`config.mk`:
```
export PLATFORM = sky130hd
export DESIGN_NAME = seq_alu_flat
export DESIGN_NICKNAME = d
export VERILOG_FILES = /design/src/rtl/seq_alu_pkg.sv /design/src/rtl/seq_alu_if.sv /design/src/rtl/seq_alu_core.sv /design/src/rtl/seq_alu.sv /design/src/flat_wrapper.sv
export SDC_FILE = /design/constraint.sdc
export NUM_CORES = 1
export LEC_CHECK = 0
export BUFFER_PORTS_ARGS = -buffer_cell sky130_fd_sc_hd__buf_2
export CAP_MARGIN = 20
export CORE_UTILIZATION = 50
export CTS_BUF_LIST = sky130_fd_sc_hd__clkbuf_16
export CTS_CLUSTER_DIAMETER = 150
export DETAILED_ROUTE_END_ITERATION = 10
export GPL_TIMING_DRIVEN = 0
export PLACE_DENSITY = 0.82
export SETUP_SLACK_MARGIN = 0.02
export SYNTH_ARGS = -nofsm -noshare
export SYNTH_HDL_FRONTEND = slang
export SYNTH_SLANG_ARGS = --single-unit
```
`constraint.sdc`:
```
create_clock -name clk -period 5.5 [get_ports clk]
set_clock_uncertainty 0.1 [all_clocks]
set_input_delay 1.1 -clock clk [delete_from_list [all_inputs] [get_ports clk]]
set_output_delay 1.1 -clock clk [all_outputs]
set_load 0.02 [all_outputs]
```
`src/rtl/seq_alu_pkg.sv`:
```
// Shared ALU definitions: control codes (common with the control decoder), FSM states and width.
// Optional build macro SEQ_ALU_FAST_SHIFT_EN is consumed by seq_alu and alu_core.
package alu_pkg;

    localparam int XLEN = 32;

    localparam logic [3:0] ALU_ADD  = 4'd0;
    localparam logic [3:0] ALU_SUB  = 4'd1;
    localparam logic [3:0] ALU_AND  = 4'd2;
    localparam logic [3:0] ALU_OR   = 4'd3;
    localparam logic [3:0] ALU_XOR  = 4'd4;
    localparam logic [3:0] ALU_SLT  = 4'd5;
    localparam logic [3:0] ALU_SLTU = 4'd6;
    localparam logic [3:0] ALU_SLL  = 4'd7;
    localparam logic [3:0] ALU_SRL  = 4'd8;
    localparam logic [3:0] ALU_SRA  = 4'd9;

    typedef enum logic [1:0] {
        IDLE,
        SHIFT,
        DONE
    } state_e;

    function automatic logic is_shift_op(input logic [3:0] ctrl);
        return (ctrl == ALU_SLL) || (ctrl == ALU_SRL) || (ctrl == ALU_SRA);
    endfunction

endpackage

```
`src/rtl/seq_alu_if.sv`:
```
// Request/response bundle between operand select, seq_alu and writeback.
interface seq_alu_if;
    import alu_pkg::*;

    logic            in_valid;
    logic            in_ready;
    logic [3:0]      alu_ctrl;
    logic [XLEN-1:0] a;
    logic [XLEN-1:0] b;
    logic            out_valid;
    logic            out_ready;
    logic [XLEN-1:0] result;
    logic            zero;

    modport master (
        output in_valid, alu_ctrl, a, b, out_ready,
        input  in_ready, out_valid, result, zero
    );

    modport slave (
        input  in_valid, alu_ctrl, a, b, out_ready,
        output in_ready, out_valid, result, zero
    );

endinterface

```
`src/rtl/seq_alu_core.sv`:
```
// Combinational evaluation of logic/arith/compare codes; also shifts when SEQ_ALU_FAST_SHIFT_EN is defined.
module alu_core
    import alu_pkg::*;
(
    input  logic [3:0]      ctrl_i,
    input  logic [XLEN-1:0] a_i,
    input  logic [XLEN-1:0] b_i,
    output logic [XLEN-1:0] res_o
);

    always_comb begin
        res_o = a_i + b_i;
        case (ctrl_i)
            ALU_ADD:  res_o = a_i + b_i;
            ALU_SUB:  res_o = a_i - b_i;
            ALU_AND:  res_o = a_i & b_i;
            ALU_OR:   res_o = a_i | b_i;
            ALU_XOR:  res_o = a_i ^ b_i;
            ALU_SLT:  res_o = {{(XLEN-1){1'b0}}, ($signed(a_i) < $signed(b_i))};
            ALU_SLTU: res_o = {{(XLEN-1){1'b0}}, (a_i < b_i)};
`ifdef SEQ_ALU_FAST_SHIFT_EN
            ALU_SLL:  res_o = a_i << b_i[4:0];
            ALU_SRL:  res_o = a_i >> b_i[4:0];
            ALU_SRA:  res_o = $signed(a_i) >>> b_i[4:0];
`endif
            default:  res_o = a_i + b_i;
        endcase
    end

endmodule

```
`src/rtl/seq_alu.sv`:
```
// Multi-cycle execute unit with valid/ready handshake; shifts iterate one bit per cycle
// unless SEQ_ALU_FAST_SHIFT_EN is defined, which selects a single-cycle barrel shifter.
module seq_alu
    import alu_pkg::*;
(
    input  logic     clk,
    input  logic     rst_n,
    seq_alu_if.slave bus
);

    state_e          state_q;
    logic [XLEN-1:0] result_q;
    logic            zero_q;
    logic [XLEN-1:0] core_res;

    alu_core u_core (
        .ctrl_i (bus.alu_ctrl),
        .a_i    (bus.a),
        .b_i    (bus.b),
        .res_o  (core_res)
    );

`ifndef SEQ_ALU_FAST_SHIFT_EN
    logic [3:0]      op_q;
    logic [XLEN-1:0] sh_q;
    logic [XLEN-1:0] sh_d;
    logic [4:0]      cnt_q;

    // SRA keeps replicating bit 31, which still holds the original sign of a.
    always_comb begin
        sh_d = sh_q;
        case (op_q)
            ALU_SLL: sh_d = {sh_q[XLEN-2:0], 1'b0};
            ALU_SRL: sh_d = {1'b0, sh_q[XLEN-1:1]};
            default: sh_d = {sh_q[XLEN-1], sh_q[XLEN-1:1]};
        endcase
    end
`endif

    always_ff @(posedge clk) begin
        if (!rst_n) begin
            state_q  <= IDLE;
            result_q <= '0;
            zero_q   <= 1'b1;
`ifndef SEQ_ALU_FAST_SHIFT_EN
            op_q     <= ALU_ADD;
            sh_q     <= '0;
            cnt_q    <= '0;
`endif
        end else begin
            case (state_q)
                IDLE: begin
                    if (bus.in_valid) begin
`ifndef SEQ_ALU_FAST_SHIFT_EN
                        if (is_shift_op(bus.alu_ctrl) && (bus.b[4:0] != 5'd0)) begin
                            op_q    <= bus.alu_ctrl;
                            sh_q    <= bus.a;
                            cnt_q   <= bus.b[4:0];
                            state_q <= SHIFT;
                        end else if (is_shift_op(bus.alu_ctrl)) begin
                            result_q <= bus.a;
                            zero_q   <= (bus.a == '0);
                            state_q  <= DONE;
                        end else begin
                            result_q <= core_res;
                            zero_q   <= (core_res == '0);
                            state_q  <= DONE;
                        end
`else
                        result_q <= core_res;
                        zero_q   <= (core_res == '0);
                        state_q  <= DONE;
`endif
                    end
                end
`ifndef SEQ_ALU_FAST_SHIFT_EN
                SHIFT: begin
                    sh_q  <= sh_d;
                    cnt_q <= cnt_q - 5'd1;
                    if (cnt_q == 5'd1) begin
                        result_q <= sh_d;
                        zero_q   <= (sh_d == '0);
                        state_q  <= DONE;
                    end
                end
`endif
                DONE: begin
                    if (bus.out_ready) begin
                        state_q <= IDLE;
                    end
                end
                default: state_q <= IDLE;
            endcase
        end
    end

    assign bus.in_ready  = (state_q == IDLE);
    assign bus.out_valid = (state_q == DONE);
    assign bus.result    = result_q;
    assign bus.zero      = zero_q;

endmodule

```
`src/flat_wrapper.sv`:
```
// flat-port wrapper written by rule: the top's interface ports become plain ports
module seq_alu_flat import alu_pkg::*;
  (clk, rst_n, bus_in_valid, bus_alu_ctrl, bus_a, bus_b, bus_out_ready, bus_in_ready, bus_out_valid, bus_result, bus_zero);
  seq_alu_if bus_i ();
  input  logic clk;
  input  logic rst_n;
  input wire logic [$bits(bus_i.in_valid)-1:0] bus_in_valid;
  input wire logic [$bits(bus_i.alu_ctrl)-1:0] bus_alu_ctrl;
  input wire logic [$bits(bus_i.a)-1:0] bus_a;
  input wire logic [$bits(bus_i.b)-1:0] bus_b;
  input wire logic [$bits(bus_i.out_ready)-1:0] bus_out_ready;
  output wire logic [$bits(bus_i.in_ready)-1:0] bus_in_ready;
  output wire logic [$bits(bus_i.out_valid)-1:0] bus_out_valid;
  output wire logic [$bits(bus_i.result)-1:0] bus_result;
  output wire logic [$bits(bus_i.zero)-1:0] bus_zero;
  assign bus_i.in_valid = bus_in_valid;
  assign bus_i.alu_ctrl = bus_alu_ctrl;
  assign bus_i.a = bus_a;
  assign bus_i.b = bus_b;
  assign bus_i.out_ready = bus_out_ready;
  assign bus_in_ready = bus_i.in_ready;
  assign bus_out_valid = bus_i.out_valid;
  assign bus_result = bus_i.result;
  assign bus_zero = bus_i.zero;
  seq_alu u_core (.clk(clk), .rst_n(rst_n), .bus(bus_i));
endmodule
```
After elaboration in Yosys (flattened, before gate mapping). Cells that the tools add are included.

Register bits after elaboration: 76. Output and inout bits: 35. Word-level logic and storage cells: 69. Bits of input ports: 72.

$add $sub $neg: 3. Equal/unequal tests: 19. Magnitude comparators: 2. Bitwise operators: 3. Reductions and logical operators: 13. Multiplexer cells: 23.

Operators by type and width (count): two-way mux 32 bit (6); one-hot mux 32 bit (2 select lines) (3); one-hot mux 32 bit (6 select lines) (1); logical NOT 32 bit (3); less-than comparator 32 bit (2); adder 32 bit (1); bitwise AND 32 bit (1); bitwise OR 32 bit (1); subtractor 32 bit (1); bitwise XOR 32 bit (1); == test 4 x 3 -> 1 bit, second input constant (5); == test 4 bit, second input constant (3); two-way mux 5 bit (2); one-hot mux 5 bit (2 select lines) (1); AND reduction 3 bit (3); == test 4 x 2 -> 1 bit, second input constant (2); two-way mux 2 bit (4); != test 2 bit, second input constant (3); one-hot mux 2 bit (3 select lines) (1); == test 5 x 1 -> 1 bit, second input constant (1); nonzero test 5 bit (1); subtractor 5 x 1 -> 5 bit, second input constant (1); == test 4 x 1 -> 1 bit, second input constant (1); two-way mux 1 bit (4); 9 further kinds (11).

Longest topological paths before layout.
Depth after elaboration: 7. Mapped depth: 15.

Hierarchy. A second synthesis with hierarchy kept.

Cell total of the unflattened synthesis: 1382. Area total of the unflattened synthesis: 9688.0 µm².

Modules (own cells, without submodules): alu_core (area an instance 5157.4 µm², cells each 819, seq. area each 0.0 µm², instances 1); seq_alu (area an instance 4530.6 µm², cells each 563, seq. area each 1521.5 µm², instances 1).

Worst setup path before layout. OpenSTA, ideal clock, no wires.

Path type: input to register. Start: input bus_b[13]. End: register u_core.zero_q (netlist: u_core.bus.zero). Arrival time: 3.797 ns. Stages on the path: 14. Slack: 1.508 ns. Cell sequence: inv_1 ha_1 buf_6 or4_4 nand2b_4 a21oi_4 nor4_2 nor2_4 a41oi_4 or4_1 a31oi_1 and3_1 nand4_1 o311ai_1.

Longest elaborated chain between the ends: 7. Elaborated cells on any way between the ends: 13. Classes of those cells: 2 x add/sub; 2 x order compare; 5 x mux; 3 x bitwise; 1 x reduce/logical.

Ends and longest elaborated chain: start, declared (RTL line flat_wrapper.sv:10) `input wire logic [$bits(bus_i.b)-1:0] bus_b;`; adder 32 bit, or another cell as far along (RTL line seq_alu_core.sv:14, seq_alu_core.sv:26); one-hot mux 32 bit (6 select lines) * (RTL line seq_alu_core.sv:13) `case (ctrl_i)`; logical NOT 32 bit * (RTL line seq_alu.sv:66) `zero_q <= (core_res == '0);`; two-way mux 1 bit * (RTL line seq_alu.sv:60) `end else if (is_shift_op(bus.alu_ctrl)) begin`; two-way mux 1 bit * (RTL line seq_alu.sv:55) `if (is_shift_op(bus.alu_ctrl) && (bus.b[4:0] != 5'd0)) begin`; two-way mux 1 bit * (RTL line seq_alu.sv:53) `if (bus.in_valid) begin`; one-hot mux 1 bit (2 select lines) * (RTL line seq_alu.sv:51) `case (state_q)`; end signal, assigned (RTL line seq_alu.sv:62) `zero_q <= (bus.a == '0);`; end signal, assigned (RTL line seq_alu.sv:66); end signal, assigned (RTL line seq_alu.sv:82) `zero_q <= (sh_d == '0);`; end, declared (RTL line seq_alu.sv:13) `logic zero_q;`.

Mark *: on every way between the ends. The rest lies on a longest branch, timed or not. The select of a mux whose other input is x is not followed. A chain may end at the register's enable or synchronous reset.

Final worst setup path.
Start: input bus_alu_ctrl[3]. End: register u_core.zero_q (netlist: u_core.bus.zero).

Longest elaborated chain between the ends: 7. Elaborated cells on any way between the ends: 20. Classes of those cells: 10 x eq/ne; 5 x mux; 5 x reduce/logical.

Ends and longest elaborated chain: start, declared (RTL line flat_wrapper.sv:8) `input wire logic [$bits(bus_i.alu_ctrl)-1:0] bus_alu_ctrl;`; == test 4 x 3 -> 1 bit, or another cell as far along (RTL line seq_alu_core.sv:13); one-hot mux 32 bit (6 select lines) or logical OR 1 bit (tied branches) (RTL line seq_alu_core.sv:13, seq_alu_pkg.sv:25); logical NOT 32 bit or logical OR 1 bit (tied branches) (RTL line seq_alu.sv:66, seq_alu_pkg.sv:25); two-way mux 1 bit (RTL line seq_alu.sv:60); two-way mux 1 bit (RTL line seq_alu.sv:55); two-way mux 1 bit (RTL line seq_alu.sv:53); one-hot mux 1 bit (2 select lines) (RTL line seq_alu.sv:51).

Parallel ways exist; a longest one is shown, timed or not. The select of a mux whose other input is x is not followed.

==> results.toml <==
[run_status]
status = "complete, no violations"

[cells_and_area]
drive_gt1_share_pct = 11.47
finalNetCount = 1745
diodes = 0
area_delta_synth_final_pct = 11.29
n_fill_cell = 1966
multi_input_area_sq_um = 7662
ff_latch_area_sq_um = 1521
postLayoutCoreUtil_pct = 56.79

[grt]
antenna_found_initial = 0
grt_start_max_net_pins = 13
grt_pass1_wl_um = 67300
grt_pass1_vias = 11376
grtUsageTotal_pct = 44.38
grt-ovfl-total = 0

[timing]
max_freq_mhz = 195.0
hold_ws_ns = 0.3555
fin_crit_ns = 5.128
grt_setup_unrepaired = "false"
drv_slew = 0
setup_violations = 0
setup_tns_ns = 0
tightest_slew_ns = 1.065
post-route-period-util_pct = 93.24
finalHoldViolations = 0
max_slew_margin_pct = 28.82

[yosys]
synthArstFlopShare_pct = 0
synth_xor_area_share_pct = 0.6153
ys_seq_area_share_pct = 15.27
synth_area_leader_cell = "dfxtp_1"
synthAdderAreaFrac_pct = 12.71
synth.area.mux_share_pct = 3.980
synthTopCellsByArea = "dfxtp_1, ha_1, a21oi_1"
ys_ff_latch = 76
yosys.area.top_type_share_pct = 15.27
yosys.area_share.simple_pct = 26.63
synth_cell_type_count = 83
synth_compound_area_share_pct = 32.85
syn_area_sq_um = 9965
synth_ff_type = "dfxtp_1"
synthCells = 1458
syn_avg_cell_area_sq_um = 6.834
synth_common_cells = "nor2_1, a21oi_1, nand2_1"
yosys_warnings = 0
synth_top_family_by_area = "compound AO/OA/AOI/OAI gates"
synth_edf_count = 0
synth_nets = 1630
synth.most_common_cell = "nor2_1"

[clock_tree]
cts_tree = "yes"
numCtsBuffers = 9
cts.sinks = 76
clk_pin_slew_ns = 0.06
clockBufferDepth = 2
clk_latency_ns = 0.34
ctsHoldBuffers = 0
cts_setup_buffers = 0
cts.htree.levels = 3
cts_resized = 0
cts-root-buf = "clkbuf_16"

[hold_path]
hold_start = "u_core.bus.result[7]"
min_path_type = "reg -> reg"
min_path_cells = 2
min_to = "u_core.bus.result[7]"

[flow_run]
cap_violations = 0

[placed_design]
gp_congestion = 1.015
dp_hpwl_um = 36210
portBuffers = 104

[worst_setup_path]
end_kind = "flip-flop"
required_ns = 5.64
r2r-start = "u_core.cnt_q[0]"
r2r-end = "u_core.bus.zero"
cp.arrival_ns = 5.26
rr_worst_depth = 12
worstSetupStartpoint = "bus_alu_ctrl[3]"
r2r_setup_slack_ns = 2.26
worstSetupPathType = "in -> reg"
start_kind = "input port"
crit_fanout = 10

[route]
drt_wl_total_um = 45670
drc = 0
drt_iter0_markers = 1599
first_pass_iters = 5
ant_nets = 0
post_drt_wl_per_cell_um = 24.78
via_per_inst = 6.730
route.vias.total = 12403

[die]
io_pins = 107
die_area_sq_um = 20500
row_count = 51
die_h_um = 143.2
fp.coreArea_sq_um = 19530
chipWidth_um = 143.2
floorplan.initialDensity_pct = 51.03

[power]
power.density_nw_per_um2 = 207.3
ir_worst_vdd_v = 0.0001480
p_total_w = 0.002298
leakage_nw = 4.903
## worst max-delay path by stage
stage,to,cells past startpoint
CTS,u_core.bus.zero,13
detailed placement,u_core.bus.zero,12
floorplan,u_core.bus.zero,14
global route,u_core.bus.zero,13
global placement,u_core.bus.zero,13
finish,u_core.bus.zero,12
## metrics by stage
step                area (sq um)  cells  setup slack (ns)
global placement           10820   1827            0.3500
finish                     11090   1843            0.3716
CTS                        11090   1843            0.6683
detailed placement         10830   1827            0.3357
floorplan                   9965   1458             1.508
global route               11090   1843            0.2144
## cells in the final DEF (no fill, tap or decap), types with 9 or more instances in the layout
master / n
dfxtp_1: 76
or3_1: 11
nor2_1: 172
ha_1: 98
inv_1: 104
or2_2: 10
and3_1: 17
nor4_1: 20
nor2b_1: 20
and2_1: 11
a211oi_1: 35
nand2b_1: 20
o221ai_1: 10
nand2_1: 121
buf_2: 128
o211ai_1: 39
a21o_1: 17
nor3_1: 44
nand4_1: 23
clkbuf_16: 9
a31oi_1: 18
o31ai_1: 14
nand3_1: 30
a21oi_1: 171
o21ai_0: 81
clkbuf_1: 68
mux2i_1: 34
o311ai_0: 9
## power breakdown
part / switching, W / leakage, nW / internal [W]
logic: 0.000759 / 4.15 / 0.000369
registers: 0.0000370 / 0.622 / 0.000604
clock network: 0.000230 / 0.133 / 0.000299
total: 0.00103 / 4.90 / 0.00127
## per-layer routing
| layer | vias to the layer above | GRT usage [%] | part of all wire, % |
|---|---|---|---|
| met5 | - | 0 | 0 |
| met2 | 869 | 66.60 | 42 |
| met4 | 0 | 22.24 | 5.5 |
| met1 | 5814 | 60.29 | 41 |
| li1 | 5573 | - | - |
| met3 | 147 | 8.216 | 12 |
## flip-flops by register name (all words and copies together), names as in the netlist
register           cells
u_core.cnt_q           5
u_core.sh_q           32
u_core.bus.zero        1
u_core.state_q         2
u_core.op_q            4
u_core.bus.result     32
## worst max-delay path, stage by stage
cell and delay (ns):
clkbuf_1 0.43, nand4bb_1 0.49, clkbuf_1 0.71, buf_2 0.54, nor2_1 0.08, a221oi_1 0.38, o221ai_1 0.28, nand4b_1 0.32
nor4b_1 0.30, and3_1 0.20, nand4_1 0.13, o311ai_1 0.31
## final cells by class
cell class | count | share of cell area [%]
well taps | 265 | 2.990
plain buffers | 98 | 3.656
multi-input cells | 1181 | 69.10
clock inverters | 7 | 0.3272
inverters | 103 | 3.486
flip-flops and latches | 76 | 13.72
repair buffers | 104 | 4.694
clock buffers | 9 | 2.031
## kinds of logic after synthesis
logic type,count (synthesis)
XOR/XNOR,7
buffers and inverters,201
multiplexers,39
flip-flops,76
adder cells (fa/ha/maj),100
AO/OA/AOI/OAI,496
AND/OR/NAND/NOR,539
Power figures use the tool's default switching activity.
